**config.mk**
```make
export PLATFORM = sky130hd
export DESIGN_NAME = datapath_struct_29_flat
export DESIGN_NICKNAME = d
export VERILOG_FILES = /design/src/rtl/datapath_struct_29_if.sv /design/src/rtl/datapath_struct_29.sv /design/src/flat_wrapper.sv
export SDC_FILE = /design/constraint.sdc
export NUM_CORES = 1
export LEC_CHECK = 0
export ABC_AREA = 1
export CORE_MARGIN = 2
export CORE_UTILIZATION = 30
export CTS_BUF_LIST = sky130_fd_sc_hd__clkbuf_4 sky130_fd_sc_hd__clkbuf_8 sky130_fd_sc_hd__clkbuf_16
export DETAILED_ROUTE_END_ITERATION = 10
export GPL_TIMING_DRIVEN = 0
export PLACE_DENSITY_LB_ADDON = 0.1
export RECOVER_POWER = 25
export SKIP_LAST_GASP = 1
export SYNTH_ARGS = -nofsm -noshare
export SYNTH_HDL_FRONTEND = slang
export SYNTH_SLANG_ARGS = --single-unit
```
**constraint.sdc**
```tcl
create_clock -name clock -period 1.14 [get_ports clock]
set_input_delay 0.342 -clock clock [delete_from_list [all_inputs] [get_ports clock]]
set_output_delay 0.342 -clock clock [all_outputs]
set_load 0.01 [all_outputs]
```
**src/rtl/datapath_struct_29_if.sv**
```systemverilog
// Command/status bundle between controller_struct_29 and its datapath.
// Commands flow controller->datapath; A/E/F and observation flags flow back; no backpressure.
interface datapath_struct_29_if #(
  parameter int WIDTH = 4,
  parameter int CNT_W = 4
);
  logic             clr_A;
  logic             ld_A;
  logic             inc_A;
  logic [WIDTH-1:0] din;
  logic             upd_E;
  logic             upd_F;
  logic             clr_flags;
  logic [WIDTH-1:0] A;
  logic             E;
  logic             F;
  logic             ovf;
  logic             cmd_err;
  logic [CNT_W-1:0] inc_cnt;

  modport master (
    output clr_A, ld_A, inc_A, din, upd_E, upd_F, clr_flags,
    input  A, E, F, ovf, cmd_err, inc_cnt
  );

  modport slave (
    input  clr_A, ld_A, inc_A, din, upd_E, upd_F, clr_flags,
    output A, E, F, ovf, cmd_err, inc_cnt
  );
endinterface

```
**src/rtl/datapath_struct_29.sv**
```systemverilog
// Executes controller register transfers on A and status flops E/F; all outputs are flops.
// One-cycle latency: commands sampled at edge N are visible after edge N; never stalls.
module datapath_struct_29 #(
  parameter int WIDTH = 4,
  parameter int E_BIT = 2,
  parameter int F_BIT = 3,
  parameter int CNT_W = 4
) (
  input  logic                   clock,
  input  logic                   reset,
  datapath_struct_29_if.slave    bus
);
  logic [WIDTH-1:0] r_a;
  logic             r_e;
  logic             r_f;
  logic             r_ovf;
  logic             r_cmd_err;
  logic [CNT_W-1:0] r_inc_cnt;

  logic w_ld_win;
  logic w_inc_win;
  logic w_conflict;
  logic w_a_max;
  logic w_cnt_max;

  // clr_A > ld_A > inc_A; only the winner acts on A, ovf and inc_cnt
  assign w_ld_win   = ~bus.clr_A & bus.ld_A;
  assign w_inc_win  = ~bus.clr_A & ~bus.ld_A & bus.inc_A;
  assign w_conflict = (bus.clr_A & bus.ld_A) | (bus.clr_A & bus.inc_A) |
                      (bus.ld_A & bus.inc_A);
  assign w_a_max    = (r_a == {WIDTH{1'b1}});
  assign w_cnt_max  = (r_inc_cnt == {CNT_W{1'b1}});

  always_ff @(posedge clock or negedge reset) begin
    if (!reset) begin
      r_a       <= '0;
      r_e       <= 1'b0;
      r_f       <= 1'b0;
      r_ovf     <= 1'b0;
      r_cmd_err <= 1'b0;
      r_inc_cnt <= '0;
    end else begin
      if (bus.clr_A)
        r_a <= '0;
      else if (w_ld_win)
        r_a <= bus.din;
      else if (w_inc_win)
        r_a <= r_a + WIDTH'(1);

      // E/F sample the pre-edge A, giving simultaneous-transfer semantics
      if (bus.clr_flags) begin
        r_e <= 1'b0;
        r_f <= 1'b0;
      end else begin
        if (bus.upd_E)
          r_e <= r_a[E_BIT];
        if (bus.upd_F)
          r_f <= r_a[F_BIT];
      end

      if (bus.clr_A || bus.clr_flags)
        r_ovf <= 1'b0;
      else if (w_inc_win && w_a_max)
        r_ovf <= 1'b1;

      r_cmd_err <= w_conflict;

      if (bus.clr_A)
        r_inc_cnt <= '0;
      else if (w_inc_win && !w_cnt_max)
        r_inc_cnt <= r_inc_cnt + CNT_W'(1);
    end
  end

  assign bus.A       = r_a;
  assign bus.E       = r_e;
  assign bus.F       = r_f;
  assign bus.ovf     = r_ovf;
  assign bus.cmd_err = r_cmd_err;
  assign bus.inc_cnt = r_inc_cnt;
endmodule

```
**src/flat_wrapper.sv**
```systemverilog
// flat-port wrapper written by rule: the top's interface ports become plain ports
module datapath_struct_29_flat 
#(
  parameter int WIDTH = 4,
  parameter int E_BIT = 2,
  parameter int F_BIT = 3,
  parameter int CNT_W = 4
)
  (clock, reset, bus_clr_A, bus_ld_A, bus_inc_A, bus_din, bus_upd_E, bus_upd_F, bus_clr_flags, bus_A, bus_E, bus_F, bus_ovf, bus_cmd_err, bus_inc_cnt);
  datapath_struct_29_if #(.WIDTH(WIDTH), .CNT_W(CNT_W)) bus_i ();
  input  logic clock;
  input  logic reset;
  input wire logic [$bits(bus_i.clr_A)-1:0] bus_clr_A;
  input wire logic [$bits(bus_i.ld_A)-1:0] bus_ld_A;
  input wire logic [$bits(bus_i.inc_A)-1:0] bus_inc_A;
  input wire logic [$bits(bus_i.din)-1:0] bus_din;
  input wire logic [$bits(bus_i.upd_E)-1:0] bus_upd_E;
  input wire logic [$bits(bus_i.upd_F)-1:0] bus_upd_F;
  input wire logic [$bits(bus_i.clr_flags)-1:0] bus_clr_flags;
  output wire logic [$bits(bus_i.A)-1:0] bus_A;
  output wire logic [$bits(bus_i.E)-1:0] bus_E;
  output wire logic [$bits(bus_i.F)-1:0] bus_F;
  output wire logic [$bits(bus_i.ovf)-1:0] bus_ovf;
  output wire logic [$bits(bus_i.cmd_err)-1:0] bus_cmd_err;
  output wire logic [$bits(bus_i.inc_cnt)-1:0] bus_inc_cnt;
  assign bus_i.clr_A = bus_clr_A;
  assign bus_i.ld_A = bus_ld_A;
  assign bus_i.inc_A = bus_inc_A;
  assign bus_i.din = bus_din;
  assign bus_i.upd_E = bus_upd_E;
  assign bus_i.upd_F = bus_upd_F;
  assign bus_i.clr_flags = bus_clr_flags;
  assign bus_A = bus_i.A;
  assign bus_E = bus_i.E;
  assign bus_F = bus_i.F;
  assign bus_ovf = bus_i.ovf;
  assign bus_cmd_err = bus_i.cmd_err;
  assign bus_inc_cnt = bus_i.inc_cnt;
  datapath_struct_29 #(.WIDTH(WIDTH), .E_BIT(E_BIT), .F_BIT(F_BIT), .CNT_W(CNT_W)) u_core (.clock(clock), .reset(reset), .bus(bus_i));
endmodule
```
# Yosys cells after proc, flatten, opt, wreduce, memory -nomap -nowiden
# Cells that the tools add are included.
dict set report classes {
  n_mux 11
  n_eq_ne 2
  addsub 2
  reduce_logical 9
  bitwise_logic 10
}
# operator n
set op_table {}
lappend op_table {{2-to-1 mux 4 bit} 5}
lappend op_table {{adder 4 x 1 -> 4 bit, second input constant} 2}
lappend op_table {{== test 4 bit, second input constant} 2}
lappend op_table {{nonzero test 2 bit} 4}
lappend op_table {{AND 1 bit} 6}
lappend op_table {{2-to-1 mux 1 bit} 6}
lappend op_table {{nonzero test 3 bit} 1}
lappend op_table {{logical AND 1 bit} 2}
lappend op_table {{NOT 1 bit} 2}
lappend op_table {{bitwise OR 1 bit} 2}
lappend op_table {{zero test 1 bit} 1}
lappend op_table {{logical OR 1 bit} 1}
dict set report totals {
  register_bits 12
  input_bits 12
  out_inout_bits 12
  wordCells 40
}

# Longest topological paths before layout
dict set report logic_depth {
  word_depth 6
  depth_mapped 7
  ltp_nobuf 7
}

# Worst setup path before layout
# No wires, ideal clock.
dict set report synth_timing {
  path_type {flip-flop to flip-flop}
  start {register u_core.r_inc_cnt[0] (netlist: u_core.bus.inc_cnt[0])}
  end {register u_core.r_inc_cnt[2] (netlist: u_core.bus.inc_cnt[2])}
  required_ns 1.022
  n_path_buf 0
  t_arrival_ns 1.080
  path_slack_ns -0.058
  synth_period_minus_slack_ns 1.198
  setup_time_ns 0.118
  stages_incl_launch_ff 8
  cell_sequence {dfrtp_1 -> ha_1 -> nand2_1 -> nor2_2 -> nor2_4 -> nor2_2 -> nand2_1 -> nand2_1}
}
dict set report synth_via {
  elab_chain_cells 4
  word_cells_on_any_way 7
  cone_classes {add/sub: 1; eq/ne: 1; mux: 2; reduce/logical: 3}
}
# element line
set synth_rtl {}
lappend synth_rtl {{start: declaration} datapath_struct_29.sv:18} ;# logic [CNT_W-1:0] r_inc_cnt;
lappend synth_rtl {{start signal: assignment} datapath_struct_29.sv:71} ;# r_inc_cnt <= r_inc_cnt + CNT_W'(1);
lappend synth_rtl {{parallel branches: the longest is 4 deep, another holds adder 4 x 1 -> 4 bit} -}
# Several ways; the timed one is not identified. The select of a mux whose other input is x is not followed.
# A chain may end at the register's enable or synchronous reset.

# Worst setup path in the final report
dict set report layout_timing {
  start {register u_core.r_inc_cnt[0] (netlist: u_core.bus.inc_cnt[0])}
  end {register u_core.r_inc_cnt[0] (netlist: u_core.bus.inc_cnt[0])}
}
# The elaborated chain is that of the path after synthesis.

==> flow_summary.ini <==
[run_status]
status = complete, but fails checks
violations = negative setup slack

[detailed_routing]
ant_nets = 0
viasPerCell = 4.52
wl_per_cell_um = 11.1
vias = 683
drtIter0Drc = 7
wl_um = 1670
drcViolationCount = 0
drt-pass1-iter-count = 2

[synth]
syn_avg_cell_area_um2 = 7.90
synth_edf_count = 0
synth_cell_types = 16
synthTopCellsByArea = dfrtp_1 46%, nand2_1 12%, inv_1 5.8%
async_flop_share = 1.00
synth_xor_area_frac = 0
yosys.area.top_type = dfrtp_1
yosys_register_bits = 12
ys_warn_count = 0
synth_ff_type = dfrtp_1
yosys.area.top_type_share = 0.463
synth_area_um2 = 648
synthSimpleGateAreaFrac = 0.351
synthCells = 82
synth_mux_area_frac = 0
synthAdderAreaFrac = 0.0386
synth_compound_area_frac = 0.0888
ys_seq_area_frac = 0.463
synth_nets = 96
synth_top_family_by_area = simple AND/OR/NAND/NOR gates

[critical_path]
r2r_slack_ns = -0.1
crit_start = u_core.bus.inc_cnt[0]
required_ns = 1.31
start_kind = register
cp-endpoint = u_core.bus.inc_cnt[0]
r2r_start = u_core.bus.inc_cnt[0]
crit_fanout = 6
end_kind = register
worstPathArrival_ns = 1.40
reg2regPathDepth = 8
crit_type = reg2reg
r2r_end = u_core.bus.inc_cnt[0]

[power_and_ir_drop]
pwr-share-clk = 0.305
power.density_nw_per_um2 = 947
p_leak_nw = 0.565
p_sw_frac = 0.278
p_comb_frac = 0.238
p_seq_frac = 0.457
p_int_mw = 0.725
irDropWorstVdd_v = 0.000501
p_sw_mw = 0.279

[clocking]
clock_latency_ns = 0.27
cts_root_buf = clkbuf_4
clkSinkCount = 12
cts_tree = yes
cts_htree_levels = 1
cts.path.max_buffers = 2
clk_pin_slew_ns = 0.08
cts_buffers = 3

[global_route]
grt_max_degree = 13
grt_util_all_layers = 0.148
grt_pass1_vias = 623
antenna_found_initial = 0
grt_pass1_wl_um = 2820
grt_overflow = 0

[placed_design]
gp_congestion = 0.723
place_ws_ns = -0.582
dp_hpwl_um = 1070
dpl_cell_area_um2 = 916
io_buffers = 23

[cells_and_area]
num_antenna_cells = 0
area.growth.synth_to_final_pct = 63.5
layout_common_cells = 20 x nand2_1, 11 x buf_2, 11 x buf_4
drive_gt1_frac = 0.363
fin_area_um2 = 1060
final_net_count = 139
final_common_cell = nand2_1

[timing]
fin_skew_ns = 0.00218
rsz0062_at_grt = true
maxSlewHeadroom = 0.609
worst_slack_ns = -0.0967
final-max-slew-violation-count = 0
finalHoldViolations = 0
clock.fmax_ghz = 0.809
fin_crit_sh = 1.08
setup_violations = 8
worst_pin_slew_ns = 0.584
min_period_ns = 1.24

[floorplanning]
rows = 16
start_util = 0.324
die_width_um = 50.5
dieHeight_um = 50.5
dieArea_um2 = 2550
io_pins = 24
core-area_um2 = 2000

[run]
max_cap_viol_count = 0

[worst_hold_path]
hp-class = in2reg
-- cells in the mapped netlist, types with 2 or more instances --
master / number
nand2_1: 21
nor2_2: 2
nor2_4: 2
o21ai_1: 3
dfrtp_1: 12
nand4_1: 4
ha_1: 2
o21ai_0: 2
a21oi_1: 5
inv_1: 10
nor2_1: 8
nand3_1: 7
-- power by group through the flow --
stage	clock, mW	sequential, mW	combinational (mW)
3_3_place_gp	0	0.483	0.185
6_report	0.306	0.459	0.239
2_1_floorplan	0	0.490	0.0625
5_1_grt	0.336	0.462	0.265
4_1_cts	0.307	0.460	0.232
3_5_place_dp	0	0.483	0.185
-- kinds of logic after synthesis --
family                   count (synthesis)
buffers and inverters                   10
flip-flops                              12
adder cells (fa/ha/maj)                  2
AND/OR/NAND/NOR                         47
AO/OA/AOI/OAI                           11
-- per-layer routing --
metal  share of wire  track usage
met4               0       0.0405
met5               0            0
met2            0.45        0.248
met3           0.059       0.0327
met1            0.49        0.192
-- what timing repair did --
item	CTS	global route
hold buffers	0	0
buffers inserted	13	2
resized for setup	58	5
setup endpoints to repair	21	19
pin swaps	11	7
-- worst max-delay path: stages, from the launching register on --
cell and delay (ns):
dfrtp_2 0.42, buf_6 0.12, ha_4 0.16, nand2_4 0.06, nor2_4 0.04, nor2_4 0.17, nand2_1 0.08, nand2_1 0.06
nor2_1 0.04
-- cell type report --
cell class | instances | area (µm²)
Clock buffer | 4 | 30.0
Fill cell | 208 | 942
Inverter | 10 | 37.5
Multi-Input combinational cell | 60 | 357
Sequential cell | 12 | 303
Tap cell | 27 | 33.8
Timing Repair Buffer | 38 | 299
-- through the flow --
step,util,hold WS [ns],power (mW),setup TNS (ns),instances
after CTS,0.523,0.456,0.999,-0.726,149
after floorplan,-,0.0464,0.553,-0.00641,82
after detailed placement,0.458,0.498,0.668,-6.29,132
final,0.529,0.391,1.00,-0.394,151
after global placement,0.458,0.479,0.667,-6.06,132
after global routing,0.529,0.402,1.06,-1.01,151
-- how the worst min path moves through the flow --
stage | slack (ns) | start | to | depth (start not counted)
4_1_cts | 0.46 | reset | u_core.bus.inc_cnt[2] | 1
3_3_place_gp | 0.48 | u_core.bus.ovf | u_core.bus.ovf | 2
2_1_floorplan | 0.05 | reset | u_core.bus.A[0] | 0
3_5_place_dp | 0.50 | u_core.bus.ovf | u_core.bus.ovf | 2
6_report | 0.39 | bus_clr_A | u_core.bus.cmd_err | 3
5_1_grt | 0.40 | bus_clr_A | u_core.bus.cmd_err | 3
-- state kept, by name (all words and copies together), names as in the netlist --
| name | count |
|---|---|
| u_core.bus.inc_cnt | 4 |
| u_core.bus.E | 1 |
| u_core.bus.F | 1 |
| u_core.bus.cmd_err | 1 |
| u_core.bus.ovf | 1 |
| u_core.bus.A | 4 |
Note: power is estimated with default switching activity, not from simulation.
